$ cat config.mk
export PLATFORM = sky130hd
export DESIGN_NAME = dac_frame_driver_flat
export DESIGN_NICKNAME = d
export VERILOG_FILES = /design/src/rtl/dac_frame_driver_if.sv /design/src/rtl/dac_frame_driver.sv /design/src/flat_wrapper.sv
export SDC_FILE = /design/constraint.sdc
export NUM_CORES = 1
export LEC_CHECK = 0
export CAP_MARGIN = 10
export CORE_MARGIN = 10
export CORE_UTILIZATION = 35
export CTS_CLUSTER_DIAMETER = 40
export CTS_CLUSTER_SIZE = 20
export DETAILED_ROUTE_END_ITERATION = 16
export GPL_TIMING_DRIVEN = 0
export PLACE_DENSITY = 0.62
export SYNTH_ARGS = -nofsm -noshare
export SYNTH_HDL_FRONTEND = slang
export SYNTH_SLANG_ARGS = --single-unit
$ cat constraint.sdc
create_clock -name clk_DAC -period 5.2 [get_ports clk_DAC]
set_clock_uncertainty 0.2 [all_clocks]
set_input_delay 1.3 -clock clk_DAC [delete_from_list [all_inputs] [get_ports clk_DAC]]
set_output_delay 1.3 -clock clk_DAC [all_outputs]
set_load 0.1 [all_outputs]
$ cat src/rtl/dac_frame_driver_if.sv
// Shadow-sample write bus from the filter/processing datapath into the DAC frame driver.
// Writes are always accepted, so the bus carries no back-pressure.
interface dac_frame_driver_if #(
    parameter int CH_W   = 2,
    parameter int DATA_W = 8
);
    logic              wr_en;
    logic [CH_W-1:0]   wr_ch;
    logic [DATA_W-1:0] wr_data;

    modport master (output wr_en, wr_ch, wr_data);
    modport slave  (input  wr_en, wr_ch, wr_data);
endinterface

$ cat src/rtl/dac_frame_driver.sv
// Multi-channel serial DAC frame driver: per-channel shadow samples, round-robin scheduling,
// fixed-length frames of {0, address, sample, zero pad} with a programmable Sync window.
module dac_frame_driver #(
    parameter int   DATA_W     = 8,
    parameter int   NUM_CH     = 4,
    parameter int   CH_W       = 2,
    parameter int   FRAME_LEN  = 20,
    parameter int   SYNC_START = 16,
    parameter int   SYNC_STOP  = 19,
    parameter logic SYNC_POL   = 1'b1
) (
    input  logic              clk_DAC,
    input  logic              rst_n,
    dac_frame_driver_if.slave wr_if,
    input  logic              DAC_En_i,
    input  logic              mode_i,
    output logic              DAC_Din_o,
    output logic              DAC_Sync_o,
    output logic              busy_o,
    output logic              frame_done_o,
    output logic [CH_W-1:0]   cur_ch_o
);
    localparam int CNT_W = $clog2(FRAME_LEN);
    localparam int SH_W  = CH_W + DATA_W;
    localparam logic [CNT_W-1:0] LAST_SLOT  = CNT_W'(FRAME_LEN - 1);
    localparam logic [CNT_W-1:0] SYNC_ON    = CNT_W'(SYNC_START);
    localparam logic [CNT_W-1:0] SYNC_OFF   = CNT_W'(SYNC_STOP);

    logic [CNT_W-1:0]  cnt_q;
    logic [CNT_W-1:0]  cnt_d;
    logic              din_q;
    logic              sync_q;
    logic              busy_q;
    logic              done_q;
    logic              active_q;
    logic [CH_W-1:0]   cur_ch_q;
    logic [CH_W-1:0]   last_ch_q;
    logic [SH_W-1:0]   sh_q;
    logic [DATA_W-1:0] shadow_q [NUM_CH];
    logic [NUM_CH-1:0] dirty_q;

    logic              pick_found;
    logic [CH_W-1:0]   pick_ch;
    logic              frame_start;
    logic              load_en;
    logic              wr_ok;

    assign frame_start = (cnt_q == '0) && DAC_En_i;
    assign load_en     = frame_start && pick_found;
    assign wr_ok       = wr_if.wr_en && ({1'b0, wr_if.wr_ch} < (CH_W + 1)'(NUM_CH));
    assign cnt_d       = (cnt_q == LAST_SLOT) ? '0 : cnt_q + CNT_W'(1);

    // Walk offsets from farthest to nearest so the nearest eligible channel after last_ch wins.
    always_comb begin
        int idx;
        idx        = 0;
        pick_found = 1'b0;
        pick_ch    = last_ch_q;
        for (int i = NUM_CH; i >= 1; i--) begin
            idx = (int'(last_ch_q) + i) % NUM_CH;
            if (mode_i ? dirty_q[CH_W'(idx)] : (i == 1)) begin
                pick_found = 1'b1;
                pick_ch    = CH_W'(idx);
            end
        end
    end

    // A write landing on the channel being loaded wins over the dirty clear, keeping it pending.
    always_ff @(posedge clk_DAC or negedge rst_n) begin
        if (!rst_n) begin
            dirty_q <= '0;
            for (int i = 0; i < NUM_CH; i++) begin
                shadow_q[i] <= '0;
            end
        end else begin
            if (load_en) begin
                dirty_q[pick_ch] <= 1'b0;
            end
            if (wr_ok) begin
                shadow_q[wr_if.wr_ch] <= wr_if.wr_data;
                dirty_q[wr_if.wr_ch]  <= 1'b1;
            end
        end
    end

    always_ff @(posedge clk_DAC or negedge rst_n) begin
        if (!rst_n) begin
            cnt_q     <= '0;
            din_q     <= 1'b0;
            sync_q    <= ~SYNC_POL;
            busy_q    <= 1'b0;
            done_q    <= 1'b0;
            active_q  <= 1'b0;
            cur_ch_q  <= '0;
            last_ch_q <= CH_W'(NUM_CH - 1);
            sh_q      <= '0;
        end else if ((cnt_q == '0) && !DAC_En_i) begin
            cnt_q    <= '0;
            din_q    <= 1'b0;
            sync_q   <= ~SYNC_POL;
            busy_q   <= 1'b0;
            done_q   <= 1'b0;
            active_q <= 1'b0;
        end else begin
            cnt_q  <= cnt_d;
            busy_q <= 1'b1;
            done_q <= active_q && (cnt_q == LAST_SLOT);
            sync_q <= (active_q && (cnt_q >= SYNC_ON) && (cnt_q < SYNC_OFF)) ? SYNC_POL : ~SYNC_POL;
            if (frame_start) begin
                din_q    <= 1'b0;
                active_q <= pick_found;
                if (pick_found) begin
                    sh_q      <= {pick_ch, shadow_q[pick_ch]};
                    cur_ch_q  <= pick_ch;
                    last_ch_q <= pick_ch;
                end
            end else begin
                // Zeros shift in behind the payload, which supplies the trailing pad slots.
                din_q <= active_q & sh_q[SH_W-1];
                sh_q  <= sh_q << 1;
            end
        end
    end

    assign DAC_Din_o    = din_q;
    assign DAC_Sync_o   = sync_q;
    assign busy_o       = busy_q;
    assign frame_done_o = done_q;
    assign cur_ch_o     = cur_ch_q;
endmodule
$ cat src/flat_wrapper.sv
// flat-port wrapper written by rule: the top's interface ports become plain ports
module dac_frame_driver_flat 
#(
    parameter int   DATA_W     = 8,
    parameter int   NUM_CH     = 4,
    parameter int   CH_W       = 2,
    parameter int   FRAME_LEN  = 20,
    parameter int   SYNC_START = 16,
    parameter int   SYNC_STOP  = 19,
    parameter logic SYNC_POL   = 1'b1
)
  (clk_DAC, rst_n, DAC_En_i, mode_i, DAC_Din_o, DAC_Sync_o, busy_o, frame_done_o, cur_ch_o, wr_if_wr_en, wr_if_wr_ch, wr_if_wr_data);
  dac_frame_driver_if #(.CH_W(CH_W), .DATA_W(DATA_W)) wr_if_i ();
  input  logic clk_DAC;
  input  logic rst_n;
  input  logic DAC_En_i;
  input  logic mode_i;
  output logic DAC_Din_o;
  output logic DAC_Sync_o;
  output logic busy_o;
  output logic frame_done_o;
  output logic [CH_W-1:0] cur_ch_o;
  input wire logic [$bits(wr_if_i.wr_en)-1:0] wr_if_wr_en;
  input wire logic [$bits(wr_if_i.wr_ch)-1:0] wr_if_wr_ch;
  input wire logic [$bits(wr_if_i.wr_data)-1:0] wr_if_wr_data;
  assign wr_if_i.wr_en = wr_if_wr_en;
  assign wr_if_i.wr_ch = wr_if_wr_ch;
  assign wr_if_i.wr_data = wr_if_wr_data;
  dac_frame_driver #(.DATA_W(DATA_W), .NUM_CH(NUM_CH), .CH_W(CH_W), .FRAME_LEN(FRAME_LEN), .SYNC_START(SYNC_START), .SYNC_STOP(SYNC_STOP), .SYNC_POL(SYNC_POL)) u_core (.clk_DAC(clk_DAC), .rst_n(rst_n), .wr_if(wr_if_i), .DAC_En_i(DAC_En_i), .mode_i(mode_i), .DAC_Din_o(DAC_Din_o), .DAC_Sync_o(DAC_Sync_o), .busy_o(busy_o), .frame_done_o(frame_done_o), .cur_ch_o(cur_ch_o));
endmodule
==> flow_summary.toml <==
[placed_design]
finalWeightedCongestion = 0.822
place_worst_setup_slack_ns = 1.21
numPortBuffers = 20
dpl_cell_area_um2 = 3640
dp_hpwl_mm = 5.34
numPlacedInstances = 435

[clock_tree]
cts_repair_resize_count = 0
cts_max_level = 3
clock_insertion_delay_worst_skew_ns = 0.34
cts_inserted_buffers = 9
cts_hold_buffers = 0
cts_buffer_depth = 2
cts.reportedPaths.clkPinSlew_ns = 0.07
tritoncts = "done"
clock_root_buffer = "sky130_fd_sc_hd__clkbuf_8"
numClockSinks = 60
postCtsSetupBuffers = 0

[logic_synthesis]
post-synth-top-count-cell = "sky130_fd_sc_hd__dfrtp_1"
synth-edff-count = 0
synthTopCellsByCount = "58 x sky130_fd_sc_hd__dfrtp_1, 43 x sky130_fd_sc_hd__nand2_1, 33 x sky130_fd_sc_hd__mux2_2"
synth.largest_area_cell = "sky130_fd_sc_hd__dfrtp_1"
yosys-top-cells-area = "sky130_fd_sc_hd__dfrtp_1 44%, sky130_fd_sc_hd__mux2_2 11%, sky130_fd_sc_hd__a22oi_1 6.4%, sky130_fd_sc_hd__nand2_1 4.9%, sky130_fd_sc_hd__a31oi_1 2.7%"
synth.top_cell.area_share_pct = 44.1
synth_flop_cell = "sky130_fd_sc_hd__dfrtp_1"
ys_warn_count = 0
avgSynthCellArea_um2 = 10.9
synth-seq-area-share_pct = 45.7
async_flop_share_pct = 100
postSynthCellCount = 303
postSynthRegisterBits = 60
synth.net_count = 320
synth_area_um2 = 3290
post_synth_num_cell_types = 57

[worst_setup_path]
critical_path_arrival_ns = 3.79
crit_slowest_cell = "sky130_fd_sc_hd__nor3_1"
critical_path.max_fanout = 10
critical_path.endpoint_type = "flip-flop"
timing.critical_path.from_type = "primary input"
cp.buffers_inverters = 3
category_of_cells_accounting_for_the_largest_share_of_critical_path_delay = "buffers and inverters"
critical_path_depth = 8
crit_top_cell = "sky130_fd_sc_hd__clkbuf_1"
peak_per_stage_delay_on_the_critical_path_ns = 0.56
worst_r2r_path_depth = 7
critical_path.cell_chain = "clkdlybuf4s50_1 > clkbuf_1 > nand2b_1 > nor3_1 > clkbuf_1 > nand2_1 > a31oi_1 > or3_1"
crit_type = "in2reg"
critPathRequiredTime_ns = 5.27

[grt]
global_route.usage.met2_pct = 19.0
gr-total-overflow = 0
use_met1_pct = 15.2
gr-max-usage-layer = "met2"
grt_pass1_wl_mm = 13.0
grt_resource_usage_total_pct = 11.9
vias_in_the_first_global_route = 2651
use_met3_pct = 3.31
number_of_antenna_violations_at_the_first_check_in_global_routing = 0
grt_max_degree = 39

[routing]
wire_per_inst_um = 16.8
detailedRoute.firstIterationViolations = 133
detail_route.vias_per_cell = 5.63
detail_route.drc_violations = 0
drt_pre_antenna_iters = 4
number_of_antenna_violating_nets_in_the_routed_design = 0
finalWirelength_mm = 7.60
num_vias = 2537

[power]
vdd_drop_max_mv = 0.227
design_power_total_mw = 1.96
power.static_leakage_nw = 1.58
power.density_nw_per_um2 = 508

[hold_path]
whs_path_depth = 2
timing.hold.worst.class = "reg2reg"

[layout]
finalNetCount = 352
post-route-cell-area_um2 = 3860
insertedDiodeCount = 0
post-route-util_pct = 42.0
seqCellArea_um2 = 1500
fill_cells = 901
multi_input_area_um2 = 1650
share_of_cells_above_drive_strength_1_pct = 24.1
areaGrowthSynthToFinish_pct = 17.4
post_layout_nonfiller_instances = 451

[sta]
timing.final.setup_violations = 0
grt_setup_unrepaired = "no"
worst_slew_pin_slew_ns = 0.980
min_period_over_period_pct = 71.4
finalSetupTns_ns = 0
layout_setup_ws_ns = 1.49
slew_headroom_pct = 34.5
hold-worst-slack_ns = 0.283
timing.final.crit_period_ns = 3.71
fmaxAchievable_mhz = 269
final-max-slew-violation-count = 0
hold_viol = 0

[floorplanning]
chipHeight_um = 117
initial_utilization_pct = 35.8
die_w_um = 117
io_pins = 21
core_area_um2 = 9200
row_count = 35
area_of_the_die_um2 = 13700

[flow_run]
max-cap-violations = 0

[run_status]
run_status = "complete, no violations"
==> power breakdown <==
part	switching (mW)	internal, mW	total (mW)
registers	0.111	0.597	0.709
logic	0.466	0.326	0.791
clock network	0.181	0.281	0.461
total	0.758	1.20	1.96
==> flip-flops by register name (all words and copies together) (netlist names) <==
register and count:
u_core.cnt_q 5, u_core.sh_q 10, u_core.shadow_q 32, u_core.busy_o 1, u_core.last_ch_q 2, u_core.DAC_Sync_o 1, u_core.frame_done_o 1, u_core.dirty_q 4
u_core.active_q 1, u_core.DAC_Din_o 1, u_core.cur_ch_o 2
==> cells in the final DEF (no fill, tap or decap), types with 2 or more instances in the layout <==
master                            Yosys  routed
sky130_fd_sc_hd__nor3_1               4       4
sky130_fd_sc_hd__clkbuf_1             4       5
sky130_fd_sc_hd__clkdlybuf4s50_1      0      19
sky130_fd_sc_hd__bufinv_16            0       2
sky130_fd_sc_hd__buf_6                5       5
sky130_fd_sc_hd__inv_1                9       9
sky130_fd_sc_hd__nand2_1             43      43
sky130_fd_sc_hd__o21ai_0             13      13
sky130_fd_sc_hd__nor3b_1              2       2
sky130_fd_sc_hd__dfstp_2              2       2
sky130_fd_sc_hd__clkinv_2             0       3
sky130_fd_sc_hd__nand3b_1             5       5
sky130_fd_sc_hd__nand2b_1             3       3
sky130_fd_sc_hd__and3_1               3       3
sky130_fd_sc_hd__a21oi_1              4       4
sky130_fd_sc_hd__buf_2                4       5
sky130_fd_sc_hd__o21ai_1              2       2
sky130_fd_sc_hd__a22oi_1             28      28
sky130_fd_sc_hd__mux2_2              33      33
sky130_fd_sc_hd__nand3_1              7       7
sky130_fd_sc_hd__nor2_1               7       7
sky130_fd_sc_hd__xnor2_1              3       3
sky130_fd_sc_hd__dfrtp_1             58      58
sky130_fd_sc_hd__mux2_4               2       2
sky130_fd_sc_hd__ha_1                 2       2
sky130_fd_sc_hd__clkbuf_8             0      10
sky130_fd_sc_hd__o22ai_2              3       3
sky130_fd_sc_hd__or3_1                7       7
sky130_fd_sc_hd__mux2i_1              4       4
sky130_fd_sc_hd__a31oi_1             14      14
sky130_fd_sc_hd__a21boi_2             2       2
==> worst reg2reg max path, stage by stage (launching register included) <==
cell and delay [ns]:
sky130_fd_sc_hd__dfstp_2 0.55, sky130_fd_sc_hd__buf_6 0.14, sky130_fd_sc_hd__mux2_4 0.34, sky130_fd_sc_hd__nor3_1 0.58, sky130_fd_sc_hd__clkbuf_1 0.46, sky130_fd_sc_hd__nand2_1 0.12, sky130_fd_sc_hd__a31oi_1 0.15, sky130_fd_sc_hd__or3_1 0.12
==> metal layers <==
| metal | vias up | share of wire (%) |
|---|---|---|
| met5 | - | 0 |
| met1 | 1279 | 47 |
| met4 | 0 | 1.9 |
| li1 | 1195 | - |
| met2 | 50 | 47 |
| met3 | 13 | 4.6 |
==> cell type report <==
type	instances	area share (%)
well taps	111	3.60
plain buffers	14	2.56
multi-input cells	220	42.8
flip-flops and latches	60	39.0
clock buffers	11	3.66
repair buffers	21	5.58
clock inverters	5	1.95
inverters	9	0.875
==> path summary, 6_finish.rpt <==
check,slack (ns),from,endpoint
max in group asynchronous,3.40,rst_n,u_core.last_ch_q[1]$_DFFE_PN1P_
hold reg to reg,0.28,u_core.sh_q[8]$_DFFE_PN0P_,u_core.sh_q[9]$_DFFE_PN0P_
setup / recovery,1.49,mode_i,u_core.sh_q[7]$_DFFE_PN0P_
min in group asynchronous,0.75,rst_n,u_core.shadow_q[19]$_DFFE_PN0P_
setup reg to reg,2.48,u_core.last_ch_q[1]$_DFFE_PN1P_,u_core.sh_q[7]$_DFFE_PN0P_
hold / removal,0.28,u_core.sh_q[8]$_DFFE_PN0P_,u_core.sh_q[9]$_DFFE_PN0P_
==> kinds of logic (layout without fill, tap and decap cells) <==
logic type,Yosys count,after routing,share of synthesized area [%]
buffers and inverters,23,60,4.03
multiplexers,39,39,13.4
AND/OR/NAND/NOR,94,94,15.2
AO/OA/AOI/OAI,82,82,20.1
XOR/XNOR,3,3,0.799
adder cells (fa/ha/maj),2,2,0.761
flip-flops,60,60,45.7
Note: power is estimated with default switching activity, not from simulation.
